**src/rtl/scan_bcd_conv.sv**
```systemverilog
// Sequential binary-to-BCD (double-dabble) converter feeding the seven-segment scan driver.
// Optional two's-complement input handling is enabled by defining SCAN_BCD_SIGNED_EN.
module scan_bcd_conv #(
  parameter int WIDTH  = 16,
  parameter int DIGITS = 5
) (
  input  logic                  scan_clk,
  input  logic                  scan_rst,
  input  logic                  scan_cs,
  input  logic                  scan_write,
  input  logic [WIDTH-1:0]      scanwdata,
  output logic                  busy,
  output logic                  bcd_valid,
  output logic [4*DIGITS-1:0]   bcd,
  output logic [2:0]            nz_digits,
  output logic                  neg
);

  localparam int CW = (WIDTH > 1) ? $clog2(WIDTH) : 1;
  localparam logic [CW-1:0] LAST = CW'(WIDTH - 1);

  typedef enum logic [0:0] {IDLE, SHIFT} state_t;

  state_t                state;
  logic [WIDTH-1:0]      bin;
  logic [4*DIGITS-1:0]   acc;
  logic [CW-1:0]         cnt;
  logic                  cur_neg;
  logic                  pend;
  logic [WIDTH-1:0]      pend_val;
  logic                  pend_neg;

  logic                  wr;
  logic                  in_neg;
  logic [WIDTH-1:0]      in_mag;
  logic [4*DIGITS-1:0]   acc_adj;
  logic [4*DIGITS-1:0]   acc_sh;
  logic [WIDTH-1:0]      bin_sh;

  assign wr = scan_cs && scan_write;

`ifdef SCAN_BCD_SIGNED_EN
  // Magnitude of the most negative value still fits as an unsigned WIDTH-bit number.
  assign in_neg = scanwdata[WIDTH-1];
  assign in_mag = in_neg ? (~scanwdata + 1'b1) : scanwdata;
`else
  assign in_neg = 1'b0;
  assign in_mag = scanwdata;
`endif

  // Per-digit add-3 correction, no carry between digits, then one left shift.
  always_comb begin
    acc_adj = acc;
    for (int i = 0; i < DIGITS; i++) begin
      if (acc[4*i +: 4] >= 4'd5)
        acc_adj[4*i +: 4] = acc[4*i +: 4] + 4'd3;
    end
    acc_sh = (acc_adj << 1) | {{(4*DIGITS-1){1'b0}}, bin[WIDTH-1]};
    bin_sh = bin << 1;
  end

  function automatic logic [2:0] nz_of(input logic [4*DIGITS-1:0] v);
    nz_of = 3'd1;
    for (int i = 1; i < DIGITS; i++) begin
      if (v[4*i +: 4] != 4'd0)
        nz_of = 3'(i + 1);
    end
  endfunction

  always_ff @(posedge scan_clk or posedge scan_rst) begin
    if (scan_rst) begin
      state     <= IDLE;
      busy      <= 1'b0;
      bcd_valid <= 1'b0;
      bcd       <= '0;
      nz_digits <= 3'd1;
      neg       <= 1'b0;
      bin       <= '0;
      acc       <= '0;
      cnt       <= '0;
      cur_neg   <= 1'b0;
      pend      <= 1'b0;
      pend_val  <= '0;
      pend_neg  <= 1'b0;
    end else begin
      bcd_valid <= 1'b0;
      case (state)
        IDLE: begin
          if (wr) begin
            bin     <= in_mag;
            cur_neg <= in_neg;
            acc     <= '0;
            cnt     <= '0;
            state   <= SHIFT;
            busy    <= 1'b1;
          end
        end
        SHIFT: begin
          acc <= acc_sh;
          bin <= bin_sh;
          cnt <= cnt + 1'b1;
          if (cnt == LAST) begin
            bcd       <= acc_sh;
            nz_digits <= nz_of(acc_sh);
            neg       <= cur_neg;
            bcd_valid <= 1'b1;
            cnt       <= '0;
            // A write landing on the completion edge outranks anything pending.
            if (wr) begin
              bin     <= in_mag;
              cur_neg <= in_neg;
              acc     <= '0;
              pend    <= 1'b0;
            end else if (pend) begin
              bin     <= pend_val;
              cur_neg <= pend_neg;
              acc     <= '0;
              pend    <= 1'b0;
            end else begin
              state <= IDLE;
              busy  <= 1'b0;
            end
          end else if (wr) begin
            pend_val <= in_mag;
            pend_neg <= in_neg;
            pend     <= 1'b1;
          end
        end
        default: begin
          state <= IDLE;
          busy  <= 1'b0;
        end
      endcase
    end
  end

endmodule

```
**config.mk**
```make
export PLATFORM = sky130hd
export DESIGN_NAME = scan_bcd_conv
export DESIGN_NICKNAME = d
export VERILOG_FILES = /design/src/rtl/scan_bcd_conv.sv
export SDC_FILE = /design/constraint.sdc
export NUM_CORES = 1
export LEC_CHECK = 0
export BUFFER_PORTS_ARGS = -buffer_cell sky130_fd_sc_hd__buf_2
export CAP_MARGIN = 5
export CORE_MARGIN = 5
export CORE_UTILIZATION = 30
export CTS_BUF_LIST = sky130_fd_sc_hd__clkbuf_4 sky130_fd_sc_hd__clkbuf_8
export CTS_CLUSTER_DIAMETER = 50
export DETAILED_ROUTE_END_ITERATION = 8
export PLACE_DENSITY = 0.44
export SLEW_MARGIN = 15
export SYNTH_ARGS = -nofsm -noshare
export SYNTH_HDL_FRONTEND = slang
export SYNTH_SLANG_ARGS = --single-unit
```
**constraint.sdc**
```tcl
create_clock -name scan_clk -period 3.5 [get_ports scan_clk]
set_clock_uncertainty 0.2 [all_clocks]
set_input_delay 0.7 -clock scan_clk [delete_from_list [all_inputs] [get_ports scan_clk]]
set_output_delay 0.7 -clock scan_clk [all_outputs]
set_load 0.03 [all_outputs]
```
==> key figures <==
Outcome
  – Result of the run: finished, final reports clean

Detailed routing
  – Number of nets with antenna violations after routing: 0
  – First drt pass iteration count: 4
  – Drt total wl: 9030 um
  – Residual DRC count: 0
  – DR vias/cell: 4.91
  – DR WL/cell: 15.1 um
  – Violation count after the first detailed-routing iteration: 150
  – Vias: 2935

Clock tree
  – # Post-CTS Setup Buffers: 0
  – Hold-fix buffers at CTS: 0
  – Worst-Skew Late Latency: 0.36 ns
  – CTS tree: done
  – Buffer type at the clock tree root: sky130_fd_sc_hd__clkbuf_8
  – Clock-pin slew on the worst setup and hold paths: 0.08 ns
  – Sinks on Clock Net: 83
  – Max clock buf depth: 2
  – H-tree Lvls: 3
  – Total clock buffers created by CTS: 9
  – Post-cts gate resize count: 0

Floorplan
  – Chip width: 126 um
  – Die outline height: 126 um
  – Cell Rows: 42
  – Initial standard-cell utilization of the core: 30.4%
  – Area of the die: 15800 um2
  – Number of top-level pins: 46
  – Core Region: 13200 um2

Placed design
  – Post-Place Worst Slack: 0.991 ns
  – Port bufs: 44
  – Detail Placement HPWL: 6130 um
  – RePlAce Congestion: 0.788

Logic synthesis
  – Top cell types by occurrence after synthesis: sky130_fd_sc_hd__dfrtp_1 (82), sky130_fd_sc_hd__nand2_1 (50), sky130_fd_sc_hd__o21ai_0 (40)
  – Synth cell types: 45
  – Total standard cell area after synthesis: 4010 um2
  – Yosys synthesis warning count: 0
  – Async SR Flop Fraction: 100%
  – Synth top area cells: sky130_fd_sc_hd__dfrtp_1 (51%), sky130_fd_sc_hd__mux2_2 (6.7%), sky130_fd_sc_hd__o22ai_1 (5.8%)
  – Count of flip-flops with a built-in enable after synthesis: 0
  – Synth Instances: 379
  – Dominant cell type by area after synthesis: sky130_fd_sc_hd__dfrtp_1
  – Flip-flop and latch count after synthesis: 83
  – Net count after synthesis: 410
  – Share of the synthesized area in the top cell type: 51.2%
  – Synthesized area divided by synthesized cell count: 10.6 um2
  – Most used flip-flop cell after synthesis: sky130_fd_sc_hd__dfrtp_1
  – Sequential share of the synthesized area: 51.8%
  – Top-count cell post-synth: sky130_fd_sc_hd__dfrtp_1

Timing
  – Least setup slack across all paths after layout: 1.23 ns
  – Max Fclk: 0.440 GHz
  – Final critical path time including I/O delays and setup: 2.27 ns
  – Sum of negative setup slack: 0 ns
  – Final count of hold timing violations: 0
  – Setup Viol. Count Final: 0
  – Final period utilization: 64.9%
  – Number of slew-limit violations in the final report: 0
  – Unrepaired setup endpoints after global routing: no
  – Slew at the pin with the worst max-slew slack: 0.781 ns
  – Max-Slew Margin vs Limit: 47.9%

Worst setup path
  – Kind of capture point of the worst setup path: register
  – Maximum fanout encountered on the critical timing path: 17
  – Reg-to-reg critical path endpoint: cnt[3]
  – Required time at the endpoint of the critical path: 3.55 ns
  – Crit start category: register
  – Setup Crit Path Kind: register to register
  – Setup slack on the worst flop-to-flop path: 1.23 ns
  – Reg2Reg Depth: 7
  – Data arrival time of the critical path: 2.32 ns
  – Launching point of the worst reg2reg path: cnt[0]
  – Launching instance or port of the critical path: cnt[0]

Layout
  – Count of inserted antenna diode cells: 0
  – Layout area overhead: 13.9%
  – Final core area utilization: 34.6%
  – Final layout net count: 450
  – Layout cell share with drive strength beyond 1: 26.1%

Global routing
  – Number of global-route vias before repair: 3101
  – GR Overflow Total: 0
  – Maximum number of pins on one net before global-route repair: 44
  – GRT Total Usage: 12.1%
  – Initial antenna violation count: 0
  – Global-route wire length before repair: 15500 um

Power
  – Leak: 2.06 nW
  – Max rail drop VDD: 0.292 mV
  – Power per standard cell area: 903 nW/um2

Flow run
  – Number of maximum-capacitance constraint violations: 0

Worst hold path
  – Class of the most critical hold timing path: primary input to asynchronous set/reset pin
-- worst max path at each step --
stage / endpoint / slack, ns / cells after the start
floorplan: acc[0] / 0.46 / 1
global placement: acc[15] / 1.07 / 7
detailed placement: acc[15] / 0.99 / 7
CTS: acc[7] / 1.23 / 5
global route: cnt[3] / 0.99 / 7
finish: cnt[3] / 1.23 / 7
-- stage by stage --
step	instance area (um2)	total power [W]	instances	hold slack, ns
global placement	4390	0.00350	584	0.259
detailed placement	4390	0.00354	584	0.270
finish	4570	0.00412	598	0.240
floorplan	4010	0.00305	379	0.261
global route	4570	0.00449	598	0.299
CTS	4570	0.00419	598	0.276
-- critical path, stage by stage, from the launching register on --
cell                      delay (ns)
sky130_fd_sc_hd__dfrtp_1        0.42
sky130_fd_sc_hd__ha_1           0.24
sky130_fd_sc_hd__nand3_2        0.18
sky130_fd_sc_hd__nand2_1        0.49
sky130_fd_sc_hd__buf_4          0.32
sky130_fd_sc_hd__a31oi_1        0.05
sky130_fd_sc_hd__o21ai_0        0.13
sky130_fd_sc_hd__o21ai_0        0.10
-- cells in the final DEF (no fill, tap or decap), types with 2 or more instances in the layout --
| cell | instances |
|---|---|
| sky130_fd_sc_hd__dfrtp_1 | 82 |
| sky130_fd_sc_hd__nand2_1 | 50 |
| sky130_fd_sc_hd__buf_2 | 44 |
| sky130_fd_sc_hd__o21ai_0 | 40 |
| sky130_fd_sc_hd__o22ai_1 | 37 |
| sky130_fd_sc_hd__a21oi_1 | 29 |
| sky130_fd_sc_hd__mux2_2 | 24 |
| sky130_fd_sc_hd__inv_1 | 11 |
| sky130_fd_sc_hd__ha_1 | 11 |
| sky130_fd_sc_hd__clkbuf_8 | 11 |
| sky130_fd_sc_hd__mux2_4 | 10 |
| sky130_fd_sc_hd__nor2_1 | 8 |
| sky130_fd_sc_hd__nor3b_1 | 8 |
| sky130_fd_sc_hd__buf_4 | 6 |
| sky130_fd_sc_hd__nand2b_1 | 5 |
| sky130_fd_sc_hd__xnor2_1 | 5 |
| sky130_fd_sc_hd__o31ai_1 | 3 |
| sky130_fd_sc_hd__a32o_1 | 3 |
| sky130_fd_sc_hd__o21ai_2 | 2 |
| sky130_fd_sc_hd__nor3_1 | 2 |
| sky130_fd_sc_hd__nand4_1 | 2 |
| sky130_fd_sc_hd__a21oi_2 | 2 |
| sky130_fd_sc_hd__o21a_1 | 2 |
| sky130_fd_sc_hd__and3_1 | 2 |
| sky130_fd_sc_hd__clkinv_2 | 2 |
-- metal layers --
layer	GRT usage (%)	routed length, um
met3	4.09	453
met2	18.9	4060
met1	15.8	4360
met5	0	0
met4	3.89	150
-- power breakdown --
part / leakage (nW) / switching (W) / internal [W]
Sequential: 1.02 / 0.000293 / 0.00136
Clock: 0.0877 / 0.000333 / 0.000296
Combinational: 0.951 / 0.00108 / 0.000760
-- flip-flops by register name, indices dropped and copies added, names as in the netlist --
register,count
cnt,4
acc,20
busy,1
bcd,20
nz_digits,3
bin,16
pend_val,16
pend,1
state,1
bcd_valid,1
-- cells by family after synthesis --
group | synth area share, %
compound gates | 18.2
xor+xnor | 1.31
simple gates | 10.2
flops | 51.8
other cells | 0.0935
fa+ha+maj | 3.43
buf+inv | 4.24
mux | 10.7
-- cell type report --
class,instances,area [um2]
fillers,1343,8620
flip-flops and latches,83,2080
multi-input cells,261,1760
repair buffers,51,285
well taps,176,220
clock buffers,12,159
inverters,13,50.0
clock inverters,2,12.5
No activity file was read; power rests on OpenSTA's default activity.
